`src/rtl/seven_seg_scan.sv`:
```
// seven_seg_scan: multiplexes m10/m1/s10/s1 onto a 4-digit common-anode display; seg/an/dp registered, one clkDis behind idx.
// Adjust mode blinks the selected pair; LEADING_ZERO_BLANK_EN blanks a zero minutes-tens digit. Free-running, no backpressure.
module seven_seg_scan #(
  parameter int SCAN_DIV  = 50000,
  parameter int BLINK_DIV = 12500000
) (
  input  logic       clkDis,
  input  logic       rst,
  input  logic [2:0] m10,
  input  logic [3:0] m1,
  input  logic [2:0] s10,
  input  logic [3:0] s1,
  input  logic       adj,
  input  logic       sel,
  output logic [6:0] seg,
  output logic [3:0] an,
  output logic       dp
);

  localparam int SW = (SCAN_DIV > 1) ? $clog2(SCAN_DIV) : 1;
  localparam int BW = (BLINK_DIV > 1) ? $clog2(BLINK_DIV) : 1;
  localparam logic [SW-1:0] SCAN_LAST  = SW'(SCAN_DIV - 1);
  localparam logic [BW-1:0] BLINK_LAST = BW'(BLINK_DIV - 1);
  localparam logic [SW-1:0] SCAN_ONE   = SW'(1);
  localparam logic [BW-1:0] BLINK_ONE  = BW'(1);

  logic [SW-1:0] scanCnt;
  logic [BW-1:0] blinkCnt;
  logic [1:0]    idx;
  logic          blinkOn;
  logic          adjQ;

  logic          adjRise;
  logic          scanWrap;
  logic          blinkWrap;
  logic          inPair;
  logic          blinkBlank;
  logic          lzBlank;
  logic          blank;
  logic [3:0]    digit;

  function automatic logic [6:0] decode(input logic [3:0] d);
    case (d)
      4'd0:    decode = 7'b1000000;
      4'd1:    decode = 7'b1111001;
      4'd2:    decode = 7'b0100100;
      4'd3:    decode = 7'b0110000;
      4'd4:    decode = 7'b0011001;
      4'd5:    decode = 7'b0010010;
      4'd6:    decode = 7'b0000010;
      4'd7:    decode = 7'b1111000;
      4'd8:    decode = 7'b0000000;
      4'd9:    decode = 7'b0010000;
      default: decode = 7'b0111111;
    endcase
  endfunction

  assign adjRise   = adj & ~adjQ;
  assign scanWrap  = (scanCnt == SCAN_LAST);
  assign blinkWrap = (blinkCnt == BLINK_LAST);

  // seconds pair is idx 0/1, minutes pair idx 2/3; the rising adj edge counts as visible
  assign inPair     = sel ? ~idx[1] : idx[1];
  assign blinkBlank = adj & ~(blinkOn | adjRise) & inPair;

`ifdef LEADING_ZERO_BLANK_EN
  assign lzBlank = (idx == 2'd3) && (m10 == 3'd0);
`else
  assign lzBlank = 1'b0;
`endif

  assign blank = blinkBlank | lzBlank;

  always_comb begin
    digit = s1;
    case (idx)
      2'd0:    digit = s1;
      2'd1:    digit = {1'b0, s10};
      2'd2:    digit = m1;
      default: digit = {1'b0, m10};
    endcase
  end

  always_ff @(posedge clkDis or negedge rst) begin
    if (!rst) begin
      scanCnt  <= '0;
      idx      <= 2'd0;
      blinkCnt <= '0;
      blinkOn  <= 1'b1;
      adjQ     <= 1'b0;
      an       <= 4'b1111;
      seg      <= 7'b1111111;
      dp       <= 1'b1;
    end else begin
      adjQ <= adj;

      if (scanWrap) begin
        scanCnt <= '0;
        idx     <= idx + 2'd1;
      end else begin
        scanCnt <= scanCnt + SCAN_ONE;
      end

      if (adjRise) begin
        blinkCnt <= '0;
        blinkOn  <= 1'b1;
      end else if (blinkWrap) begin
        blinkCnt <= '0;
        blinkOn  <= ~blinkOn;
      end else begin
        blinkCnt <= blinkCnt + BLINK_ONE;
      end

      // all three outputs load from the same idx so a digit is never mixed with its neighbour
      if (blank) begin
        an  <= 4'b1111;
        seg <= 7'b1111111;
        dp  <= 1'b1;
      end else begin
        an  <= ~(4'b0001 << idx);
        seg <= decode(digit);
        dp  <= (idx != 2'd2);
      end
    end
  end

endmodule

```
`config.mk`:
```
export PLATFORM = sky130hd
export DESIGN_NAME = seven_seg_scan
export DESIGN_NICKNAME = d
export VERILOG_FILES = /design/src/rtl/seven_seg_scan.sv
export SDC_FILE = /design/constraint.sdc
export NUM_CORES = 1
export LEC_CHECK = 0
export BUFFER_PORTS_ARGS = -buffer_cell sky130_fd_sc_hd__clkbuf_2
export CAP_MARGIN = 20
export CORE_MARGIN = 2
export CORE_UTILIZATION = 30
export CTS_CLUSTER_SIZE = 30
export DETAILED_ROUTE_END_ITERATION = 7
export GPL_ROUTABILITY_DRIVEN = 0
export GPL_TIMING_DRIVEN = 0
export PLACE_DENSITY = 0.5
export SYNTH_ARGS = -nofsm -noshare
export SYNTH_HDL_FRONTEND = slang
export SYNTH_SLANG_ARGS = --single-unit
```
`constraint.sdc`:
```
create_clock -name clkDis -period 2.2 [get_ports clkDis]
set_input_delay 0.33 -clock clkDis [delete_from_list [all_inputs] [get_ports clkDis]]
set_output_delay 0.33 -clock clkDis [all_outputs]
set_load 0.03 [all_outputs]
```
-- Word level (Yosys, flattened, before mapping)
Memories as Yosys holds them, arrays and structs flattened.
Cells that the tools add are included.
- bits in registers: 56
- memory bits (read-only): 112
- output and inout bits: 12
- logic and storage cells: 39
- memories: 1
- add/subtract/negate cells: 3
- equal/unequal tests: 5
- shifts and indexed selects: 1
- mux-type cells: 10
- bitwise operators: 9
- reduce and logical (&&, ||, !) cells: 2
- memory list (name ; depth ; width ; rd ports ; clocked after memory_dff ; wr ports ; RTL line ; text):
    (no name shown) ; 16 ; 7 ; 1 ; 0 ; 0 ; 43 ; case (d)
- operators with widths (kind ; count):
    $mux 24 ; 2
    $add 24x1->24 const B ; 1
    $eq 24x24->1 const B ; 1
    $add 16x1->16 const B ; 1
    $eq 16x16->1 const B ; 1
    $mux 16 ; 1
    $pmux 4 s3 ; 1
    $mux 7 ; 1
    $mux 1 ; 4
    $mux 4 ; 1
    $not 1->1 ; 4
    $not 4->4 ; 1
    $shl 1x2->4 const A ; 1
    $and 1x1->1 ; 3
    $add 2x1->2 const B ; 1
    $eq 2x1->1 const B ; 1
    $eq 2x2->1 const B ; 1
    $logic_not 2->1 ; 1
    $ne 2x2->1 const B ; 1
    $reduce_bool 2->1 ; 1
    $or 1x1->1 ; 1

-- Logic depth before layout (Yosys ltp)
Gate-level depths: netlist of run 1.
- depth after elaboration: 7
- mapped depth: 8
- gate-level depth less buffers: 8

-- Worst setup path before layout of run 1
No wires, ideal clock.
- kind: reg-to-reg
- start: register blinkCnt[8]
- end: register blinkCnt[18]
- arrival: 1783 ps
- path slack: 290 ps
- stages on the path, launching flop included: 6
- period minus slack after synthesis: 1910 ps
- cell sequence: dfrtp_1 -> or4b_1 -> or4_1 -> o21ai_2 -> buf_4 -> a21oi_1
- longest elaborated chain between the ends: 3
- elaborated cells between the ends (all ways): 4
- classes of those cells: 1 x add/sub; 1 x eq/ne; 2 x mux
- RTL lines (item ; RTL line ; text):
    start, declared ; 28 ; logic [BW-1:0] blinkCnt;
    start signal, assigned ; 111 ; blinkCnt <= blinkCnt + BLINK_ONE;
    $add 24x1->24 or $eq 24x24->1 (tied branches) ; 111, 60 ;
    $mux 24 (*) ; 107 ; end else if (blinkWrap) begin
    $mux 24 (*) ; 104 ; if (adjRise) begin
Mark *: on every way between the ends. The rest lies on a longest branch, timed or not.
A chain may end at the register's enable or synchronous reset.

-- Final worst setup path of run 1
- start: register blinkCnt[14]
- end: register blinkCnt[18]
The elaborated chain is that of the path after synthesis.

==> reports/results.txt, run 1 <==
Placed instance count = 416
Final HPWL from detailed placement = 3720 µm
Post-Syn Instances = 276
Pwr Total = 0.00192 W
Worst path arrival time = 2.26 ns
Setup slack, reg-to-reg = 0.13 ns
Clk sinks = 55
Die Y = 100 µm
Worst slew margin = 0.496
Count of final setup violators = 0
Setup CP Type = flop to flop
Iter 0 DRT Violations = 79
Critical Path, Cell by Cell = or4b_1 -> or4_4 -> o21ai_4 -> buf_6 -> a21oi_1
RR Endpoint = blinkCnt[18]$_DFF_PN0_
Met1 usage = 0.144
Total number of vias = 2113
Critical Path Source Type = flop
Vias in the first global route = 2051
Routed Antenna Nets = 0
# hold bufs at CTS = 0
#FFs+latches synth = 55
Post-synth ARST share = 1.00
# diodes = 0
WL/cell = 12.4 µm
Clk slew on worst S/H paths = 0.10 ns
EDFF count, synth = 0
Clock Latency Late Sink = 0.30 ns
Post-synthesis sequential area ratio = 0.500
Count of final hold-check violations = 0
Initial antenna violation count = 0
Synth Cell Area = 2780 µm²
Netlist cell types = 46
Req. time, crit path = 2.39 ns
# H-tree levels = 2
Max VDD drop = 0.000236 V
Fmax = 482 MHz
Worst r2r src = blinkCnt[14]$_DFF_PN0_
Crit Path Max Fanout = 10
Placed inst area = 3070 µm²
Longest Clk Path Bufs = 2
Num ports = 30
CTS root buffer = clkbuf_8
Fill cells = 934
Busiest grt layer = met2
Initial Util = 0.305
Final Critical Period = 2.07 ns
Chip width = 100 µm
Footprint of the multi-input gates = 1340 µm²
Num CTS Buffers = 5
P&R area growth vs syn = 18.1%
Full die area = 10100 µm²
Max-Cap Viols = 0
Pwr Density = 585 nW/µm²
Buffers on Ports = 29
Leakage power = 1.42 nW
Slew Limit Fails = 0
Sequential Area = 1390 µm²
Hold WC Path Type = primary input to asynchronous set/reset pin
Core area = 9110 µm²
NumNets Final = 347
GRT Util Overall = 0.113
Critical path's slowest cell = or4_4
Final Skew = 0.00650 ns
Final worst path period share = 0.942
Share of cells above drive strength 1 = 0.238
Met2 Use GR = 0.186
Site Rows = 35
Final Instance Area = 3280 µm²
Crit. End Element = flop
Largest net degree at the start of global routing = 56
Worst Reg-to-Reg Cells = 5
Congestion Overflow GR = 0
WHS = 0.104 ns
Via-to-Cell Ratio = 4.90
Final wirelength = 5360 µm
Mapped Nets = 304
Synth Flop Type = dfrtp_1
Max incr delay on CP = 0.58 ns
First-pass GRT wire length = 9230 µm
RSZ-0062 raised after global routing = no
Syn Area/Cell = 10.1 µm²
Least-Margin Pin Slew = 0.756 ns
Post-Layout Cell Count = 431
Status = finished, final reports clean
Drc violations = 0
Warnings, synthesis = 0
DRT Pass-1 Iters = 4
Global Route met3 Usage = 0.0292
CTS tree = yes
## timing repair
| action | 4_1_cts | 5_1_grt |
|---|---|---|
| endpoints found under the hold margin | 0 | 0 |
| setup buffers | 0 | 7 |
| gates cloned | 0 | 0 |
| setup endpoints to repair | 23 | 25 |
| pin swaps | 1 | 3 |
| gates resized for setup | 5 | 9 |
## cells in the final DEF, fill, tap and decap left out, types with 2 or more instances in the layout
cell type / instances
a211oi_1: 2
o21ai_0: 16
buf_4: 8
buf_2: 2
ha_1: 8
or4_1: 2
clkbuf_1: 3
a22oi_1: 2
nor4bb_1: 3
inv_1: 11
nor2_1: 28
clkbuf_8: 6
a21oi_2: 2
or4_4: 3
a222oi_1: 3
buf_6: 2
nand2b_1: 2
dfrtp_1: 42
and3_1: 5
clkbuf_2: 28
or3_1: 10
nor4_1: 2
nand3_1: 16
nor4b_1: 2
nand2_1: 20
nand4_1: 6
a21oi_1: 11
nor2b_1: 3
dfstp_2: 12
xor2_1: 10
and4_1: 4
nor3_1: 5
nor3b_1: 2
xnor2_1: 15
## through the flow
| step | utilization | TNS [ns] | worst slack [ns] |
|---|---|---|---|
| after floorplan | - | 0 | 0.290 |
| after global placement | 0.336 | -0.289 | -0.0314 |
| after detailed placement | 0.337 | -0.476 | -0.0360 |
| after CTS | 0.351 | 0 | 0.00914 |
| after global routing | 0.360 | 0 | 0.00463 |
| final | 0.360 | 0 | 0.127 |
## worst max-delay path by stage
stage | slack [ns] | cells past startpoint | from | endpoint
after global placement | -0.03 | 8 | idx[1]$_DFFE_PN0N_ | seg[3]$_DFF_PN1_
after floorplan | 0.29 | 5 | blinkCnt[8]$_DFF_PN0_ | blinkCnt[18]$_DFF_PN0_
after global routing | 0.005 | 8 | idx[1]$_DFFE_PN0N_ | seg[5]$_DFF_PN1_
after detailed placement | -0.04 | 6 | blinkCnt[0]$_DFF_PN0_ | blinkCnt[4]$_DFF_PN0_
final | 0.13 | 5 | blinkCnt[14]$_DFF_PN0_ | blinkCnt[18]$_DFF_PN0_
after CTS | 0.009 | 8 | idx[0]$_DFFE_PN0N_ | seg[4]$_DFF_PN1_
## state kept, by name, indices dropped and copies added (netlist names)
register and cells:
adjQ 1, an 4, blinkCnt 24, blinkOn 1, idx 2, scanCnt 16, seg 7
## area by class of cell
cell class	instances	area share
Buffer	8	0.0156
Clock buffer	7	0.0328
Clock inverter	1	0.00152
Inverter	12	0.0137
Multi-Input combinational cell	201	0.409
Sequential cell	55	0.424
Tap cell	111	0.0423
Timing Repair Buffer	36	0.0610
## Yosys cell counts (6+ instances only)
cell type,instances,area share
o21ai_0,17,0.031
nand4_1,6,0.014
nand2_1,20,0.027
xor2_1,10,0.032
xnor2_1,15,0.047
inv_1,12,0.016
or3_1,10,0.023
dfstp_2,12,0.11
nor2_1,28,0.038
dfrtp_1,43,0.39
ha_1,10,0.045
nand3_1,16,0.029
a21oi_1,12,0.022
## power breakdown
group / total (W) / switching [W] / internal (W)
clock: 0.000655 / 0.000331 / 0.000323
sequential: 0.00109 / 0.0000381 / 0.00106
combinational: 0.000171 / 0.000102 / 0.0000684
total: 0.00192 / 0.000472 / 0.00145
## per-layer routing
metal / up-vias / part of all wire
li1: 1064 / -
met1: 1011 / 0.49
met2: 30 / 0.46
met3: 8 / 0.030
met4: 0 / 0.016
met5: - / 0
## worst max-delay path, delay by kind of cell (launching register included)
family	cells	cell delay, ns
buffers and inverters	1	0.18
AOI/OAI and AO/OA	2	0.26
and+or+nand+nor	2	1.10
DFF	1	0.42
## cells by family (layout without fill, tap and decap cells)
logic type / count (synthesis) / after routing / share of synthesized area
simple gates: 118 / 118 / 0.232
flops: 55 / 55 / 0.500
compound gates: 45 / 45 / 0.0999
xor+xnor: 25 / 25 / 0.0788
buf+inv: 20 / 64 / 0.0320
fa+ha+maj: 10 / 10 / 0.0450
mux: 3 / 3 / 0.0117
Power figures use the tool's default switching activity.
==> inputs of run 2 (changes only) <==
--- a/config.mk
+++ b/config.mk
@@ -12,7 +12,6 @@
 export CTS_CLUSTER_SIZE = 30
 export DETAILED_ROUTE_END_ITERATION = 7
 export GPL_ROUTABILITY_DRIVEN = 0
-export GPL_TIMING_DRIVEN = 0
 export PLACE_DENSITY = 0.5
 export SYNTH_ARGS = -nofsm -noshare
 export SYNTH_HDL_FRONTEND = slang
==> run 2 against run 1 <==
Critical path depth up 3. Hold slack better by 0.064 ns. Worst setup slack got worse by 0.00072 ns. Combinational power barely moved. Routed wire length increased by 2.9%. Total power shrank 2.8%. Clock skew grew 0.0012 ns.
==> reports/results.txt, run 2 (synthesis gave the netlist of run 1 again) <==
Count of final hold-check violations = 0
Status = finished, final reports clean
Num ports = 30
Initial Util = 0.305
Pwr Density = 572 nW/µm²
Initial antenna violation count = 0
Least-Margin Pin Slew = 0.505 ns
Count of final setup violators = 0
Total number of vias = 2110
CTS root buffer = clkbuf_8
Vias in the first global route = 2100
Iter 0 DRT Violations = 52
Full die area = 10100 µm²
# H-tree levels = 2
Crit. End Element = flop
Core area = 9110 µm²
Longest Clk Path Bufs = 2
Pint = 0.00141 W
Critical Path Source Type = flop
Most common cell after layout, fill and taps aside = dfrtp_1
Clock Latency Late Sink = 0.30 ns
Fmax = 482 MHz
Comb power frac = 0.093
Hold Path Origin = adj
Sequential share of power = 0.586
Num CTS Buffers = 5
Slew Limit Fails = 0
Site Rows = 35
TNS Setup = 0 ns
Chip width = 100 µm
Final wirelength = 5520 µm
Largest net degree at the start of global routing = 22
DRT Pass-1 Iters = 4
Req. time, crit path = 2.40 ns
Clk slew on worst S/H paths = 0.10 ns
CP startpoint = idx[0]$_DFFE_PN0N_
Crit Path Max Fanout = 6
Reg with most FFs = blinkCnt
Die Y = 100 µm
Drc violations = 0
P&R area growth vs syn = 17.3%
Top Registers = blinkCnt: 24 flops, scanCnt: 16 flops, seg: 7 flops
Clock power share = 0.321
First-pass GRT wire length = 9710 µm
Worst path arrival time = 2.28 ns
Buffers on Ports = 29
Final Critical Period = 2.07 ns
Most frequent cells in the layout = dfrtp_1, clkbuf_2, nor2_1, nand2_1, o21ai_0
Max reg flops = 24
Final HPWL from detailed placement = 4140 µm
Clk sinks = 55
NumNets Final = 347
WHS = 0.168 ns
Switch share = 0.241
Hold WC Path Type = primary input to flop
# diodes = 0
WL/cell = 12.8 µm
Max-Cap Viols = 0
Routed Antenna Nets = 0
Congestion Overflow GR = 0
Via-to-Cell Ratio = 4.90
Final Skew = 0.00772 ns
Worst r2r src = idx[0]$_DFFE_PN0N_
Setup CP Type = flop to flop
Share of cells above drive strength 1 = 0.238
GRT Util Overall = 0.118
Final Instance Area = 3260 µm²
Placed inst area = 3100 µm²
Leakage power = 1.40 nW
CTS tree = yes
Worst slew margin = 0.662
Max VDD drop = 0.000242 V
Net Switching = 0.000450 W
Post-layout util = 0.358
Final worst path period share = 0.943
==> run 2: stage by stage <==
stage,worst slack [ns],power [W],std cells
6_report,0.126,0.00187,431
2_1_floorplan,0.290,0.00121,276
4_1_cts,0.00595,0.00189,427
3_3_place_gp,0.145,0.00128,418
5_1_grt,-0.0401,0.00197,431
3_5_place_dp,0.0245,0.00128,418
==> run 2: repair_timing <==
item | 4_1_cts | 5_1_grt
buffers inserted | 0 | 4
hold endpoints to repair | 9 | 0
setup endpoints to repair | 0 | 8
resized for setup | 0 | 8
hold buffers | 1 | 0
==> run 2: layout make-up <==
type,count,area (µm²)
repair buffers,44,260
well taps,111,139
inverters,12,45.0
flip-flops and latches,55,1390
multi-input cells,201,1320
fillers,950,5850
clock buffers,8,100
==> run 2: routing by layer <==
layer  share of wire  track usage
met5               0            0
met4          0.0069       0.0285
met3           0.033       0.0265
met2            0.47        0.194
met1            0.49        0.158
==> run 2: worst paths after layout <==
kind / end / slack, ns / cells after the start
worst max-delay path: seg[5]$_DFF_PN1_ / 0.13 / 8
worst min register to register: blinkCnt[0]$_DFF_PN0_ / 0.49 / 1
min in group asynchronous: blinkCnt[18]$_DFF_PN0_ / 0.52 / 2
max in group asynchronous: an[0]$_DFF_PN1_ / 0.97 / 3
worst max register to register: seg[5]$_DFF_PN1_ / 0.13 / 8
worst min-delay path: adjQ$_DFF_PN0_ / 0.17 / 1
==> run 2: power groups by stage <==
stage	sequential [W]	combinational [W]	clock, W
after floorplan	0.00113	0.0000822	0
after global placement	0.00111	0.000170	0
after detailed placement	0.00111	0.000171	0
after CTS	0.00109	0.000173	0.000624
after global routing	0.00110	0.000198	0.000669
final	0.00109	0.000173	0.000599
==> run 2: critical path, stage by stage, from the launching register on <==
cell      delay [ns]
dfrtp_1         0.40
inv_1           0.10
ha_2            0.22
a222oi_1        0.44
mux2_4          0.25
inv_1           0.09
ha_1            0.22
nor3b_2         0.17
o21ai_0         0.10
